`src/rtl/pipeline_hazard_ctrl_pkg.sv`:
```
// Shared definitions for the pipeline stall/flush controller: FSM states,
// the bundle of pipeline control strobes and its canned per-situation values.
package pipeline_hazard_ctrl_pkg;

    // Controller FSM: normal issue, or EX held by a multi-cycle multiply.
    typedef enum logic {
        RUN      = 1'b0,
        MUL_BUSY = 1'b1
    } ctrlState_t;

    // Pipeline control strobes produced each cycle.
    typedef struct packed {
        logic pcWe;
        logic ifidWe;
        logic ifidFlush;
        logic idexWe;
        logic idexFlush;
        logic exmemBubble;
        logic mulDone;
    } ctrlOut_t;

    // Everything flowing normally.
    localparam ctrlOut_t CTRL_RUN = '{
        pcWe: 1'b1, ifidWe: 1'b1, ifidFlush: 1'b0, idexWe: 1'b1,
        idexFlush: 1'b0, exmemBubble: 1'b0, mulDone: 1'b0};

    // Held in reset: nothing advances, every stage is emptied.
    localparam ctrlOut_t CTRL_RESET = '{
        pcWe: 1'b0, ifidWe: 1'b0, ifidFlush: 1'b1, idexWe: 1'b0,
        idexFlush: 1'b1, exmemBubble: 1'b1, mulDone: 1'b0};

    // Taken branch in EX: fetch the target, squash the two younger instructions.
    localparam ctrlOut_t CTRL_BRANCH = '{
        pcWe: 1'b1, ifidWe: 1'b1, ifidFlush: 1'b1, idexWe: 1'b1,
        idexFlush: 1'b1, exmemBubble: 1'b0, mulDone: 1'b0};

    // Load-use: hold PC and IF/ID, let one bubble into EX.
    localparam ctrlOut_t CTRL_LOAD_USE = '{
        pcWe: 1'b0, ifidWe: 1'b0, ifidFlush: 1'b0, idexWe: 1'b1,
        idexFlush: 1'b1, exmemBubble: 1'b0, mulDone: 1'b0};

    // Multiply still computing: freeze front end, feed EX/MEM bubbles.
    localparam ctrlOut_t CTRL_MUL_STALL = '{
        pcWe: 1'b0, ifidWe: 1'b0, ifidFlush: 1'b0, idexWe: 1'b0,
        idexFlush: 1'b0, exmemBubble: 1'b1, mulDone: 1'b0};

    // Final multiply cycle: result goes to EX/MEM, front end resumes.
    localparam ctrlOut_t CTRL_MUL_DONE = '{
        pcWe: 1'b1, ifidWe: 1'b1, ifidFlush: 1'b0, idexWe: 1'b1,
        idexFlush: 1'b0, exmemBubble: 1'b0, mulDone: 1'b1};

    // True when a written register (non-zero) matches a read register.
    function automatic logic regMatch(input logic [4:0] wn, input logic [4:0] rn);
        return (wn != 5'd0) && (wn == rn);
    endfunction

endpackage

```
`src/rtl/pipeline_hazard_ctrl_hazard_detect.sv`:
```
// Load-use hazard comparator: the instruction in ID reads a register that
// the load currently in EX has not yet produced.
module hazard_detect
    import pipeline_hazard_ctrl_pkg::*;
(
    input  logic       ex_mem_read,
    input  logic [4:0] ex_wn,
    input  logic [4:0] id_rs,
    input  logic [4:0] id_rt,
    input  logic       id_uses_rt,
    output logic       load_use
);

    // Register 0 is never a real dependency; rt only counts if ID reads it.
    always_comb begin
        load_use = ex_mem_read &&
                   (regMatch(ex_wn, id_rs) || (id_uses_rt && regMatch(ex_wn, id_rt)));
    end

endmodule

```
`src/rtl/pipeline_hazard_ctrl.sv`:
```
// Central stall/flush controller for the 5-stage pipeline: load-use stalls,
// taken-branch flushes, multi-cycle multiply freeze, and statistics counters.
module pipeline_hazard_ctrl
    import pipeline_hazard_ctrl_pkg::*;
#(
    parameter int MUL_LAT = 4,
    parameter int STAT_W  = 16
) (
    input  logic              clk,
    input  logic              rst,
    input  logic [4:0]        id_rs,
    input  logic [4:0]        id_rt,
    input  logic              id_uses_rt,
    input  logic              ex_mem_read,
    input  logic [4:0]        ex_wn,
    input  logic              ex_branch_taken,
    input  logic              ex_mul_start,
    input  logic              stat_clr,
    output logic              pc_we,
    output logic              ifid_we,
    output logic              ifid_flush,
    output logic              idex_we,
    output logic              idex_flush,
    output logic              exmem_bubble,
    output logic              mul_done,
    output logic              busy,
    output logic [STAT_W-1:0] stall_cnt,
    output logic [STAT_W-1:0] flush_cnt
);

    localparam int CNT_W = (MUL_LAT > 1) ? $clog2(MUL_LAT) : 1;
    // Busy cycles left after the start cycle before the done cycle.
    localparam logic [CNT_W-1:0] MUL_LOAD = (MUL_LAT > 1) ? CNT_W'(MUL_LAT - 2) : '0;
    localparam logic [CNT_W-1:0] CNT_ONE  = CNT_W'(1);
    localparam logic [STAT_W-1:0] STAT_ONE = STAT_W'(1);

    ctrlState_t       state, nextState;
    logic [CNT_W-1:0] busyCnt, busyCntNext;
    ctrlOut_t         ctrl;
    logic             flushEvent;
    logic             loadUse;

    hazard_detect uHazard (
        .ex_mem_read (ex_mem_read),
        .ex_wn       (ex_wn),
        .id_rs       (id_rs),
        .id_rt       (id_rt),
        .id_uses_rt  (id_uses_rt),
        .load_use    (loadUse)
    );

    // FSM state and multiply countdown registers.
    always_ff @(posedge clk) begin
        state   <= nextState;
        busyCnt <= busyCntNext;
    end

    // Next state and control strobes; reset overrides everything.
    always_comb begin
        ctrl        = CTRL_RUN;
        nextState   = state;
        busyCntNext = busyCnt;
        flushEvent  = 1'b0;
        if (rst) begin
            ctrl        = CTRL_RESET;
            nextState   = RUN;
            busyCntNext = '0;
        end else begin
            unique case (state)
                RUN: begin
                    if (ex_branch_taken) begin
                        ctrl       = CTRL_BRANCH;
                        flushEvent = 1'b1;
                    end else if (ex_mul_start) begin
                        if (MUL_LAT > 1) begin
                            ctrl        = CTRL_MUL_STALL;
                            busyCntNext = MUL_LOAD;
                            nextState   = MUL_BUSY;
                        end else begin
                            ctrl = CTRL_MUL_DONE;
                        end
                    end else if (loadUse) begin
                        ctrl = CTRL_LOAD_USE;
                    end
                end
                MUL_BUSY: begin
                    if (busyCnt != '0) begin
                        ctrl        = CTRL_MUL_STALL;
                        busyCntNext = busyCnt - CNT_ONE;
                    end else begin
                        ctrl      = CTRL_MUL_DONE;
                        nextState = RUN;
                    end
                end
                default: nextState = RUN;
            endcase
        end
    end

    // Saturating statistics; a clear request beats a same-cycle increment.
    always_ff @(posedge clk) begin
        if (rst || stat_clr) begin
            stall_cnt <= '0;
            flush_cnt <= '0;
        end else begin
            if (!ctrl.pcWe && (stall_cnt != '1)) stall_cnt <= stall_cnt + STAT_ONE;
            if (flushEvent && (flush_cnt != '1)) flush_cnt <= flush_cnt + STAT_ONE;
        end
    end

    // Drive the individual strobes from the selected control bundle.
    always_comb begin
        pc_we        = ctrl.pcWe;
        ifid_we      = ctrl.ifidWe;
        ifid_flush   = ctrl.ifidFlush;
        idex_we      = ctrl.idexWe;
        idex_flush   = ctrl.idexFlush;
        exmem_bubble = ctrl.exmemBubble;
        mul_done     = ctrl.mulDone;
        busy         = (state == MUL_BUSY) && !rst;
    end

    // A branch and a multiply cannot both occupy EX; the branch is honoured.
    illegalBranchMul: assert property (@(posedge clk) disable iff (rst)
        (state == RUN) |-> !(ex_branch_taken && ex_mul_start));

endmodule

```
`config.mk`:
```
export PLATFORM = sky130hd
export DESIGN_NAME = pipeline_hazard_ctrl
export DESIGN_NICKNAME = d
export VERILOG_FILES = /design/src/rtl/pipeline_hazard_ctrl_pkg.sv /design/src/rtl/pipeline_hazard_ctrl_hazard_detect.sv /design/src/rtl/pipeline_hazard_ctrl.sv
export SDC_FILE = /design/constraint.sdc
export NUM_CORES = 1
export LEC_CHECK = 0
export CORE_ASPECT_RATIO = 1.25
export CORE_UTILIZATION = 41
export CTS_CLUSTER_SIZE = 8
export DETAILED_ROUTE_END_ITERATION = 10
export PLACE_DENSITY = 0.87
export RECOVER_POWER = 25
export SLEW_MARGIN = 20
export SYNTH_ARGS = -nofsm -noshare
export SYNTH_HDL_FRONTEND = slang
export SYNTH_SLANG_ARGS = --single-unit
```
`constraint.sdc`:
```
create_clock -name clk -period 2.54 [get_ports clk]
set_input_delay 0.762 -clock clk [delete_from_list [all_inputs] [get_ports clk]]
set_output_delay 0.762 -clock clk [all_outputs]
set_load 0.05 [all_outputs]
```
# Word level (Yosys, flattened, before mapping)
# Index checks and enable logic that the tools add are counted.
totals:
  regBits: 35
  inputBits: 22
  output_inout_bits: 40
  word_cells: 46
op_classes:
  add_sub_neg: 3
  eq_ne: 7
  muxes: 17
  bitwise_logic: 1
  n_reduce_logical: 14
ops:
  columns: ["cell", "n"]
  rows:
  - ["7-bit 2-to-1 mux", 5]
  - ["16-bit by 1-bit adder with 16-bit output, second input constant", 2]
  - ["16-bit != test, second input constant", 2]
  - ["7-bit one-hot mux with 2 select lines", 1]
  - ["5-bit == test", 2]
  - ["1-bit logical AND", 7]
  - ["1-bit 2-to-1 mux", 6]
  - ["2-bit 2-to-1 mux", 3]
  - ["5-bit nonzero test", 1]
  - ["2-bit != test, second input constant", 2]
  - ["2-bit one-hot mux with 2 select lines", 1]
  - ["3-bit AND reduction", 1]
  - ["1-bit zero test", 2]
  - ["1-bit logical OR", 2]
  - ["2-bit by 1-bit != test with 1-bit output, second input constant", 1]
  - ["1-bit one-hot mux with 2 select lines", 1]
  - ["2-bit nonzero test", 1]
  - ["2-bit by 1-bit subtractor with 2-bit output, second input constant", 1]
  - ["1-bit NOT", 1]

# Logic depth before layout (Yosys ltp)
depth:
  word_depth: 12
  depth_mapped: 12
  depth_no_buf: 10

# By module
# From an unflattened synthesis, not the netlist that was laid out.
hier_totals:
  hier_cells: 254
  area_unflattened_um2: 2070.7
by_module_without_submodules:
  columns: ["mod", "n_inst", "cells_per_inst", "area_per_inst_um2", "seq_area_each_um2"]
  rows:
  - ["pipeline_hazard_ctrl", 1, 237, 1938.1, 700.7]
  - ["hazard_detect", 1, 17, 132.6, 0.0]

# Worst setup path after synthesis
# OpenSTA, ideal clock, no wires.
synth_path:
  kind: "in2out"
  startpoint: "in ex_branch_taken"
  endpoint: "out pc_we"
  t_arrival_ps: 2811
  required_ps: 1778
  setup_slack_ps: -1033
  cell_stages: 5
  n_path_buf: 1
  cell_sequence: "nor2_1 a21oi_1 nand2b_1 a21oi_1 buf_4"
synth_via:
  elab_chain_len: 3
synth_lines:
  columns: ["element", "line_no", "text"]
  rows:
  - ["start, declared", "pipeline_hazard_ctrl.sv:16", "input logic ex_branch_taken,"]
  - ["7-bit 2-to-1 mux", "pipeline_hazard_ctrl.sv:71", "if (ex_branch_taken) begin"]
  - ["7-bit one-hot mux with 2 select lines", "pipeline_hazard_ctrl.sv:69", "unique case (state)"]
  - ["7-bit 2-to-1 mux", "pipeline_hazard_ctrl.sv:64", "if (rst) begin"]
  - ["end, declared", "pipeline_hazard_ctrl.sv:19", "output logic pc_we,"]
# No other way between the ends.

# Worst setup path after layout
layout_path:
  startpoint: "in ex_wn[2]"
  endpoint: "out ifid_we"
layout_via:
  elab_chain_len: 10
  word_cells_on_any_way: 13
  cone_classes: "eq/ne: 2; mux: 5; reduce/logical: 6"
layout_lines:
  columns: ["element", "line_no", "text"]
  rows:
  - ["start, declared", "pipeline_hazard_ctrl.sv:15", "input logic [4:0] ex_wn,"]
  - ["5-bit == test or 5-bit nonzero test (tied branches)", "pipeline_hazard_ctrl_pkg.sv:54", "return (wn != 5'd0) && (wn == rn);"]
  - ["1-bit logical AND", "pipeline_hazard_ctrl_pkg.sv:54", null]
  - ["1-bit logical AND", "pipeline_hazard_ctrl_hazard_detect.sv:17", "(regMatch(ex_wn, id_rs) || (id_uses_rt && regMatch(ex_wn, id_rt)));"]
  - ["1-bit logical OR *", "pipeline_hazard_ctrl_hazard_detect.sv:17", null]
  - ["1-bit logical AND *", "pipeline_hazard_ctrl_hazard_detect.sv:16", "load_use = ex_mem_read &&"]
  - ["7-bit 2-to-1 mux *", "pipeline_hazard_ctrl.sv:82", "end else if (loadUse) begin"]
  - ["7-bit 2-to-1 mux *", "pipeline_hazard_ctrl.sv:74", "end else if (ex_mul_start) begin"]
  - ["7-bit 2-to-1 mux *", "pipeline_hazard_ctrl.sv:71", null]
  - ["7-bit one-hot mux with 2 select lines *", "pipeline_hazard_ctrl.sv:69", null]
  - ["7-bit 2-to-1 mux *", "pipeline_hazard_ctrl.sv:64", null]
  - ["end, declared", "pipeline_hazard_ctrl.sv:20", "output logic ifid_we,"]
# Mark *: on every way between the ends. The rest lies on a longest branch, timed or not.

==> results by group <==
Run status
  • Outcome: complete, but fails checks
  • Failing checks: setup timing

Clock network
  • Skew-Pair Late Insertion Delay: 0.28 ns
  • Clk slew on worst S/H paths: 0.07 ns
  • TritonCTS Sinks: 35
  • CTS tree: built
  • Clk root buf: clkbuf_8
  • CTS buffer count: 5
  • CTS Hold Bufs: 0
  • CTS H-Tree Depth: 2
  • CTS Buffer Depth: 2

STA
  • Worst hold margin: 0.495 ns
  • Final WS setup: -0.265 ns
  • Fin Clk Skew: 0.00709 ns
  • Max-Slew Margin vs Limit: 41.7%
  • Max-slew violations: 0
  • Transition time at the pin with the least slew margin: 0.867 ns
  • Final hold vios: 0
  • RSZ-0062 raised after global routing: true
  • Crit path time final: 2.81 ns
  • Period utilisation layout: 110%
  • Final setup vio count: 5
  • F_max: 356 MHz

Yosys
  • Syn_area_per_cell: 8.16 sq um
  • Post-synth EDFFs: 0
  • Top post-synthesis cells by area: dfxtp_1, a21oi_1, xnor2_1
  • Synth Cell Area: 0.00188 sq mm
  • Fraction of registers with async set/reset: 0%
  • Mapped Nets: 256
  • Synth top area share: 37.2%
  • Ys Warns: 0
  • Synth cell count leaders: dfxtp_1, nor2_1, a21oi_1
  • Most frequent cell after synthesis: dfxtp_1
  • Sequential area share after synthesis: 37.2%
  • Synth cell types: 39
  • Ys flop type: dfxtp_1
  • Cell accounting for the most synthesized area: dfxtp_1
  • Post-Syn Instances: 231
  • #FFs+latches synth: 35

Routing
  • Wirelength per Cell: 13.7 um
  • DRT antenna net count: 0
  • DRT Wirelength: 5070 um
  • Pre-Repair DR Iteration Count: 5
  • DRC: 0
  • Vias: 1984
  • 1st-iter DRT viols: 129
  • Vias per std cell: 5.38

Final layout
  • Final Util: 68.1%
  • Synth-to-layout area growth: 58.8%
  • Multi-input gate area: 0.00122 sq mm
  • Share of post-route cells with drive strength above 1: 23.8%
  • ANT cells: 0
  • Layout Nets: 335
  • FILL cells: 352
  • Register area: 701 sq um
  • Fin cells: 369

Place
  • Final GP Congestion: 0.775
  • Hpwl dp: 3670 um
  • Placed cells: 358
  • IO Port Bufs: 61

Die
  • Initial core utilization: 42.9%
  • Num ports: 62
  • Die Ht: 77.8 um
  • Die area: 0.00487 sq mm
  • Die W: 62.6 um
  • Site Rows: 27
  • Core box area: 0.00439 sq mm

Setup path
  • WP data required: 1.78 ns
  • Crit end category: output port
  • Worst Path Max Fanout: 3
  • Critical path launch point type: input pin
  • WP data arrival: 2.04 ns
  • Crit Path Class: in2out

Job
  • Max-Cap Viols: 0

Global routing
  • First-pass GRT wire length: 8440 um
  • Initial antenna violation count: 0
  • Total grt overflow: 0
  • GRT Total Usage: 21.4%
  • Vias in the first global route: 1883
  • Largest net degree at the start of global routing: 31

Power
  • P per Cell Area: 418 mW/mm^2
  • Leakage: 1.09 nW
  • Maximum vdd drop: 400 uV

Min path
  • Min-delay worst type: reg2reg
## layer usage
layer / vias up / share of wire, % / wire length [um] / global-route usage (%)
met5: - / 0 / 0 / 0
met4: 0 / 2.0 / 101 / 9.07
met3: 10 / 4.4 / 223 / 3.53
met2: 61 / 56 / 2820 / 41.1
met1: 933 / 38 / 1920 / 22.4
li1: 980 / - / - / -
## critical path, cell delays in order
cell and delay, ns:
buf_6 0.09, or4_4 0.53, o211a_4 0.26, a21oi_4 0.22, buf_12 0.17
## where the power goes
group	switching [mW]	internal, mW	total [mW]	leakage (nW)
Combinational	0.120	0.123	0.243	0.758
Sequential	0.00558	0.553	0.559	0.283
Clock	0.201	0.247	0.447	0.0505
Total	0.326	0.923	1.25	1.09
## cell usage in the layout (no fill, tap or decap), types with 10 or more instances in the layout
master           count
a21oi_1             12
buf_4               16
clkdlybuf4s50_1     27
dfxtp_1             35
dlygate4sd2_1       12
nand2_1             16
nand3_1             16
nor2_1              24
o21ai_0             14
or3_2               10
xor2_1              11
## worst paths after layout
path                start           end  slack [ns]  depth (start not counted)
min reg2reg    busyCnt[1]    busyCnt[1]        0.50                          2
max              ex_wn[2]       ifid_we       -0.27                          5
max reg2reg  stall_cnt[0]  stall_cnt[1]        0.28                          8
min            busyCnt[1]    busyCnt[1]        0.50                          2
## flip-flops by register name, indices dropped and copies added (netlist names)
register,cells
busyCnt,2
flush_cnt,16
stall_cnt,16
state,1
## logic make-up (layout without fill, tap and decap cells)
kind of cell	Yosys count	count (layout)	share of synthesized area (%)
buf+inv	14	94	4.32
simple gates	109	109	31.2
compound gates	44	44	13.0
flops	35	35	37.2
xor+xnor	23	23	10.7
fa+ha+maj	3	3	1.99
mux	3	3	1.59
## stage by stage
step	TNS (ns)	instance area, sq um	total power, mW	setup slack (ns)
4_1_cts	-0.877	2980	1.26	-0.309
2_1_floorplan	-0.482	1950	0.688	-0.347
6_report	-0.776	2990	1.25	-0.265
5_1_grt	-1.26	2990	1.31	-0.286
3_3_place_gp	-7.72	2790	0.792	-0.606
3_5_place_dp	-10.37	2790	0.799	-0.637
## what timing repair did
| action | CTS | global route |
|---|---|---|
| gates cloned | 2 | 0 |
| gates resized for setup | 38 | 10 |
| pin swaps | 24 | 4 |
| setup buffers | 1 | 0 |
| endpoints found under the setup margin | 24 | 19 |
## layout make-up
cell class,count,share of cell area (%)
inverters,5,0.753
clock buffers,7,3.22
repair buffers,81,29.2
clock inverters,1,0.251
flip-flops and latches,35,23.4
multi-input cells,182,40.7
well taps,58,2.43
No activity file was read; power rests on OpenSTA's default activity.
